<file path="src/rtl/alu_core_stage.sv">
// Single-cycle ALU stage: registers the result and the C/Z/S/O flags from the shift-stage operands.
// Optional build macro ALU_OVERFLOW_FLAG_EN adds a registered overflow flag; otherwise OverflowFlag is tied to 0.
module alu_core_stage (
    input  logic       clk,
    input  logic       reset,
    input  logic       InValid,
    input  logic       Stall,
    input  logic       Flush,
    input  logic [7:0] LHSIn,
    input  logic       ShiftCarry,
    input  logic [7:0] RHSIn,
    input  logic [2:0] Op,
    input  logic       FlagsWrite,
    output logic [7:0] Result,
    output logic       ResultValid,
    output logic       CarryFlag,
    output logic       ZeroFlag,
    output logic       SignFlag,
    output logic       OverflowFlag
);

    typedef enum logic [2:0] {
        OP_PASS = 3'b000,
        OP_ADD  = 3'b001,
        OP_ADC  = 3'b010,
        OP_SUB  = 3'b011,
        OP_SBC  = 3'b100,
        OP_AND  = 3'b101,
        OP_OR   = 3'b110,
        OP_XOR  = 3'b111
    } op_t;

    op_t        op_sel;
    logic [7:0] b_eff;
    logic       carry_in;
    logic [8:0] sum9;
    logic [7:0] alu_res;
    logic       alu_carry;
    logic       accept;

    assign op_sel = op_t'(Op);
    assign accept = InValid & ~Stall & ~Flush;

    // Subtraction is LHS + ~RHS + cin; ADC/SBC chain the pre-edge CarryFlag.
    always_comb begin
        b_eff    = RHSIn;
        carry_in = 1'b0;
        case (op_sel)
            OP_ADC:  carry_in = CarryFlag;
            OP_SUB:  begin b_eff = ~RHSIn; carry_in = 1'b1;      end
            OP_SBC:  begin b_eff = ~RHSIn; carry_in = CarryFlag; end
            default: ;
        endcase
    end

    assign sum9 = {1'b0, LHSIn} + {1'b0, b_eff} + {8'b0, carry_in};

    always_comb begin
        alu_res   = sum9[7:0];
        alu_carry = sum9[8];
        case (op_sel)
            OP_PASS: begin alu_res = LHSIn;         alu_carry = ShiftCarry; end
            OP_AND:  begin alu_res = LHSIn & RHSIn; alu_carry = ShiftCarry; end
            OP_OR:   begin alu_res = LHSIn | RHSIn; alu_carry = ShiftCarry; end
            OP_XOR:  begin alu_res = LHSIn ^ RHSIn; alu_carry = ShiftCarry; end
            default: ;
        endcase
    end

    // Flush beats Stall beats a normal accept; idle clears only ResultValid.
    always_ff @(posedge clk or posedge reset) begin
        if (reset) begin
            Result      <= 8'h00;
            ResultValid <= 1'b0;
            CarryFlag   <= 1'b0;
            ZeroFlag    <= 1'b0;
            SignFlag    <= 1'b0;
        end else if (Flush) begin
            ResultValid <= 1'b0;
        end else if (!Stall) begin
            ResultValid <= InValid;
            if (accept) begin
                Result <= alu_res;
                if (FlagsWrite) begin
                    CarryFlag <= alu_carry;
                    ZeroFlag  <= (alu_res == 8'h00);
                    SignFlag  <= alu_res[7];
                end
            end
        end
    end

`ifdef ALU_OVERFLOW_FLAG_EN
    logic alu_ovf;

    always_comb begin
        alu_ovf = 1'b0;
        case (op_sel)
            OP_ADD, OP_ADC, OP_SUB, OP_SBC:
                alu_ovf = (LHSIn[7] == b_eff[7]) & (sum9[7] != LHSIn[7]);
            default: ;
        endcase
    end

    always_ff @(posedge clk or posedge reset) begin
        if (reset) begin
            OverflowFlag <= 1'b0;
        end else if (accept && FlagsWrite) begin
            OverflowFlag <= alu_ovf;
        end
    end
`else
    assign OverflowFlag = 1'b0;
`endif

endmodule

</file>
<file path="config.mk">
export PLATFORM = sky130hd
export DESIGN_NAME = alu_core_stage
export DESIGN_NICKNAME = d
export VERILOG_FILES = /design/src/rtl/alu_core_stage.sv
export SDC_FILE = /design/constraint.sdc
export NUM_CORES = 1
export LEC_CHECK = 0
export ABC_AREA = 1
export CAP_MARGIN = 20
export CORE_MARGIN = 1.5
export CORE_UTILIZATION = 54
export DETAILED_ROUTE_END_ITERATION = 8
export GPL_ROUTABILITY_DRIVEN = 0
export PLACE_DENSITY = 0.87
export SLEW_MARGIN = 20
export SYNTH_ARGS = -nofsm -noshare
export SYNTH_HDL_FRONTEND = slang
export SYNTH_SLANG_ARGS = --single-unit
</file>
<file path="constraint.sdc">
create_clock -name clk -period 3.4 [get_ports clk]
set_input_delay 0.85 -clock clk [delete_from_list [all_inputs] [get_ports clk]]
set_output_delay 0.85 -clock clk [all_outputs]
set_load 0.03 [all_outputs]
</file>
======== After elaboration in Yosys (flattened, before gate mapping) ========
Index checks and enable logic that the tools add are counted.
word-level totals
  input port bits ......................... 26
  word-level logic and storage cells ...... 35
  bits in registers ....................... 12
cells by class
  $add $sub $neg .......................... 2
  equal/unequal tests ..................... 7
  reductions and logical operators ........ 7
  muxes and demuxes ....................... 6
  bitwise operators ....................... 8
operators by type and width
  cell                                                 number
  one-hot mux 8 bit (4 select lines)                   1
  equality test 3 bit, second input constant           4
  adder 8 x 8 -> 9 bit                                 1
  adder 9 x 1 -> 9 bit                                 1
  bitwise AND 8 bit                                    1
  zero test 8 bit                                      1
  2-to-1 mux 8 bit                                     1
  inverter 8 bit                                       1
  OR 8 bit                                             1
  bitwise XOR 8 bit                                    1
  equality test 3 x 2 -> 1 bit, second input constant  2
  AND reduction 4 bit                                  1
  OR reduction 2 bit                                   2
  OR reduction 4 bit                                   1
  zero test 3 bit                                      1
  2-to-1 mux 1 bit                                     3
  AND reduction 3 bit                                  1
  bitwise AND 1 bit                                    2
  != test 2 x 1 -> 1 bit, second input constant        1
  inverter 1 bit                                       2
  one-hot mux 1 bit (2 select lines)                   1

======== Longest topological paths before layout ========
  depth in word-level cells ............... 7
  mapped depth ............................ 18
  mapped depth without buffers ............ 17

======== Least setup slack after synthesis ========
Ideal clock, no wire load.
  path kind ............................... input to register
  start ................................... input port Op[2]
  end ..................................... register ZeroFlag
  cell stages on the path ................. 16
  setup slack ............................. 336 ps
  data arrival time ....................... 2946 ps
  required time ........................... 3283 ps
  setup time .............................. 117 ps
  path through ............................ clkinv_1 > nand2_1 > o22ai_2 > xor2_1 > fa_1 > inv_1 > fa_1 > nand2_1 > nand3_1 > nand4_1 > nand2_1 > nand2_1 > nand3_1 > o21ai_0 > nand3_1 > nand2_1
on the way
  cells in the longest elaborated chain, start to end .. 7
  elaborated cells on any way between the ends .. 15
ends and longest elaborated chain
  element                                                                     RTL line  RTL
  start: declaration                                                          12        input logic [2:0] Op,
  equality test 3 bit / equality test 3 x 2 -> 1 bit (equally long branches)  48        case (op_sel)
  OR reduction 2 bit (no line)                                                -
  2-to-1 mux 8 bit                                                            -
  adder 8 x 8 -> 9 bit                                                        56        assign sum9 = {1'b0, LHSIn} + {1'b0, b_eff} + {8'b0, carry_in};
  adder 9 x 1 -> 9 bit                                                        56
  one-hot mux 8 bit (4 select lines) (*)                                      61        case (op_sel)
  zero test 8 bit (*)                                                         86        ZeroFlag <= (alu_res == 8'h00);
  end signal: assignment                                                      86
  end: declaration                                                            17        output logic ZeroFlag,
Mark *: on every way between the ends. The rest lies on a longest branch, timed or not.
A chain may end at the register's enable or synchronous reset.

======== Worst setup path in the final report ========
  start ................................... input port Op[1]
  end ..................................... register SignFlag
on the way
  cells in the longest elaborated chain, start to end .. 6
  elaborated cells on any way between the ends .. 14
ends and longest elaborated chain
  element                                                                     RTL line  RTL
  equality test 3 bit / equality test 3 x 2 -> 1 bit (equally long branches)  48
  OR reduction 2 bit (no line)                                                -
  2-to-1 mux 8 bit                                                            -
  adder 8 x 8 -> 9 bit                                                        56
  adder 9 x 1 -> 9 bit                                                        56
  one-hot mux 8 bit (4 select lines) (*)                                      61
  end signal: assignment                                                      87        SignFlag <= alu_res[7];
  end: declaration                                                            18        output logic SignFlag,
Marks and branches as above.

==> results.cfg <==
[logic_synthesis]
netlist_area_sq_um = 1630
yosysTopAreaCellShare_pct = 18.4
synth_cell_type_count = 29
synthArstFlopShare_pct = 100
avgSynthCellArea_sq_um = 6.49
ys_warn_count = 0
syn_nets = 302
yosysTopAreaCell = dfrtp_1
ys_seq_elements = 12
synth_area_leaders = dfrtp_1 18%, ha_1 18%, nand2_1 15%, inv_1 9.4%, nand3_1 7.4%
syn_inst = 251
ys.flop_type = dfrtp_1
seq_area_frac_synth_pct = 18.4
synth-edff-count = 0

[routing]
ant_nets = 0
drc = 2
routed_wl_microns = 3920
highest_layer = met4
drt_iter0_markers = 98
drt_first_pass_iters = 9
via_per_inst = 5.32
drt-wirelength-per-cell_microns = 11.9
dr_wl_met2_microns = 1890
wl_met1_microns = 1780
wl_met3_microns = 212
num_vias = 1749

[timing]
finalCritPeriodShare_pct = 93.7
tightest_slew_ns = 0.513
setup_violations = 0
min_period_ns = 3.18
slew_headroom_pct = 65.7
hold_viol_final = 0
skew_ns = 0.00202
fmax_mhz = 314
rsz0062_at_grt = no
slew_violations = 0

[worst_setup_path]
cp_common_cell = nand2_1
worst_ep_required_time_ns = 3.56
cp_slowest_cell = clkdlybuf4s50_1
crit_fanout = 7
cp.arrival_ns = 3.35
worst_setup_path_start_kind = input port
worstPathCellList = clkdlybuf4s50_1 -> nand2_1 -> o22ai_2 -> buf_4 -> xor2_1 -> ha_1 -> nand2_1 -> nand2_1 -> a21oi_1 -> nand2_1 -> nand2_1 -> nand2_1 -> nand2_1 -> nand2_1 -> mux2_2
slowest_delay_ns = 0.55
crit_path_end_kind = register
crit_type = input port to register

[final_layout]
drive_above_1_share_pct = 8.72
filler_cell_count = 242
synthToLayoutAreaGrowth_pct = 30.2
antenna_cells = 0
instances_no_fill = 329
postLayoutCellArea_sq_um = 2120
nets = 351

[die]
coreArea_sq_um = 2810
initial_utilization_pct = 58.1
boundaryPins = 39
die_area_sq_um = 3360
row_count = 19
die_w_microns = 57.9
die_h_microns = 57.9

[hold_path]
holdCritPathClass = register to register

[clock_tree]
htreeDepth = 1
clk_pin_slew_ns = 0.06
ctsLongestPathBuffers = 2
numCtsBuffers = 3
cts-root-buf = clkbuf_4
cts_sinks = 12
cts_setup_buffers = 0
insertion_delay_ns = 0.28
cts_tree = built

[grt]
grt.overflow.total = 0
grt_pass1_wl_microns = 6680
grt_pass1_vias = 1536
grt_max_degree = 13
grt_antenna_before_repair = 0
grt_use_total_pct = 25.6

[power]
swShare_pct = 43.0
p_int_uw = 389
ir_drop_mv = 0.149
seqPwrFrac_pct = 27.9
power_leakage_nw = 1.14
netSwitchingPower_uw = 294
share_comb_of_total_power_pct = 59.7
p_clk_share_pct = 12.4
p_per_area_nw_per_um2 = 322

[run_status]
outcome = complete, but fails checks
violations = DRC

[placement]
place_area_sq_um = 2090
dpl.hpwl_microns = 3360
dp.cells = 326
portBuffers = 37

[flow_run]
drv_cap = 0
==> timing repair <==
action / CTS / global route
gates resized for setup: 0 / 2
hold buffers: 0 / 0
endpoints found under the setup margin: 0 / 2
==> flip-flops by register name (all words and copies together) (netlist names) <==
name	count
CarryFlag	1
Result	8
ResultValid	1
SignFlag	1
ZeroFlag	1
==> metrics by stage <==
stage	util [%]	hold WS, ns	setup slack, ns	setup TNS [ns]	power, mW
2_1_floorplan	-	0.658	0.336	0	0.439
3_3_place_gp	74.5	0.465	-0.0121	-0.0231	0.588
3_5_place_dp	74.5	0.478	-0.0960	-0.182	0.598
4_1_cts	75.3	0.494	0.195	0	0.684
5_1_grt	75.6	0.515	0.0116	0	0.739
6_report	75.6	0.487	0.216	0	0.683
==> cells in the final DEF, fill, tap and decap left out, types with 3 or more instances in the layout <==
| cell | count |
|---|---|
| o21ai_0 | 12 |
| xor2_1 | 7 |
| a21oi_1 | 5 |
| nor2_1 | 24 |
| nand3b_1 | 3 |
| buf_4 | 11 |
| inv_1 | 41 |
| nand2_1 | 65 |
| nand3_1 | 24 |
| clkdlybuf4s50_1 | 37 |
| dfrtp_1 | 12 |
| clkbuf_4 | 3 |
| ha_1 | 23 |
| nand4_1 | 9 |
==> routing by layer <==
layer  vias to the layer above  GRT usage [%]
met3                         3           1.56
met5                         -              0
met4                         0           7.97
met1                       793           33.1
met2                        57           45.5
li1                        896              -
==> cells in the mapped netlist, types with 3 or more instances <==
| master | n |
|---|---|
| nand3_1 | 24 |
| nand4_1 | 9 |
| inv_1 | 41 |
| o21ai_0 | 13 |
| nand2_1 | 65 |
| nor2_1 | 24 |
| a21oi_1 | 5 |
| dfrtp_1 | 12 |
| xor2_1 | 8 |
| ha_1 | 23 |
| nand3b_1 | 3 |
==> power by group through the flow <==
stage | combinational, mW | clock [mW] | sequential (mW)
detailed placement | 0.405 | 0 | 0.193
global placement | 0.397 | 0 | 0.191
finish | 0.408 | 0.0847 | 0.191
floorplan | 0.188 | 0 | 0.251
global route | 0.452 | 0.0935 | 0.193
CTS | 0.406 | 0.0864 | 0.191
==> worst max-delay path: cells and delay by family <==
family,cells,cell delay [ns]
compound gates,2,0.42
buf+inv,2,0.77
mux,1,0.26
fa+ha+maj,1,0.28
simple gates,8,0.60
xor+xnor,1,0.19
==> path summary, 6_finish.rpt <==
path                       depth (start not counted)  slack (ns)      start   endpoint
setup / recovery                                  15        0.22      Op[1]   SignFlag
hold / removal                                     2        0.49  Result[0]  Result[0]
setup reg to reg                                  12        1.24  CarryFlag  Result[6]
hold reg to reg                                    2        0.49  Result[0]  Result[0]
max in group asynchronous                          2        2.24      reset  Result[0]
min in group asynchronous                          2        0.86      reset  Result[5]
==> cell families (layout without fill, tap and decap cells) <==
kind of cell	after synthesis	count (layout)	share of synthesized area, %
other cells	1	1	0.230
compound gates	23	23	7.83
xor+xnor	8	8	4.30
flops	12	12	18.4
buf+inv	48	95	12.0
mux	1	1	0.691
fa+ha+maj	25	25	20.1
simple gates	133	133	36.4
==> cell type report <==
type	count	area (sq um)	area share, %
inverters	44	165	7.79
clock buffers	3	22.5	1.06
flip-flops and latches	12	300	14.2
repair buffers	48	453	21.4
multi-input cells	191	1140	53.8
well taps	31	38.8	1.83
Power figures use the tool's default switching activity.
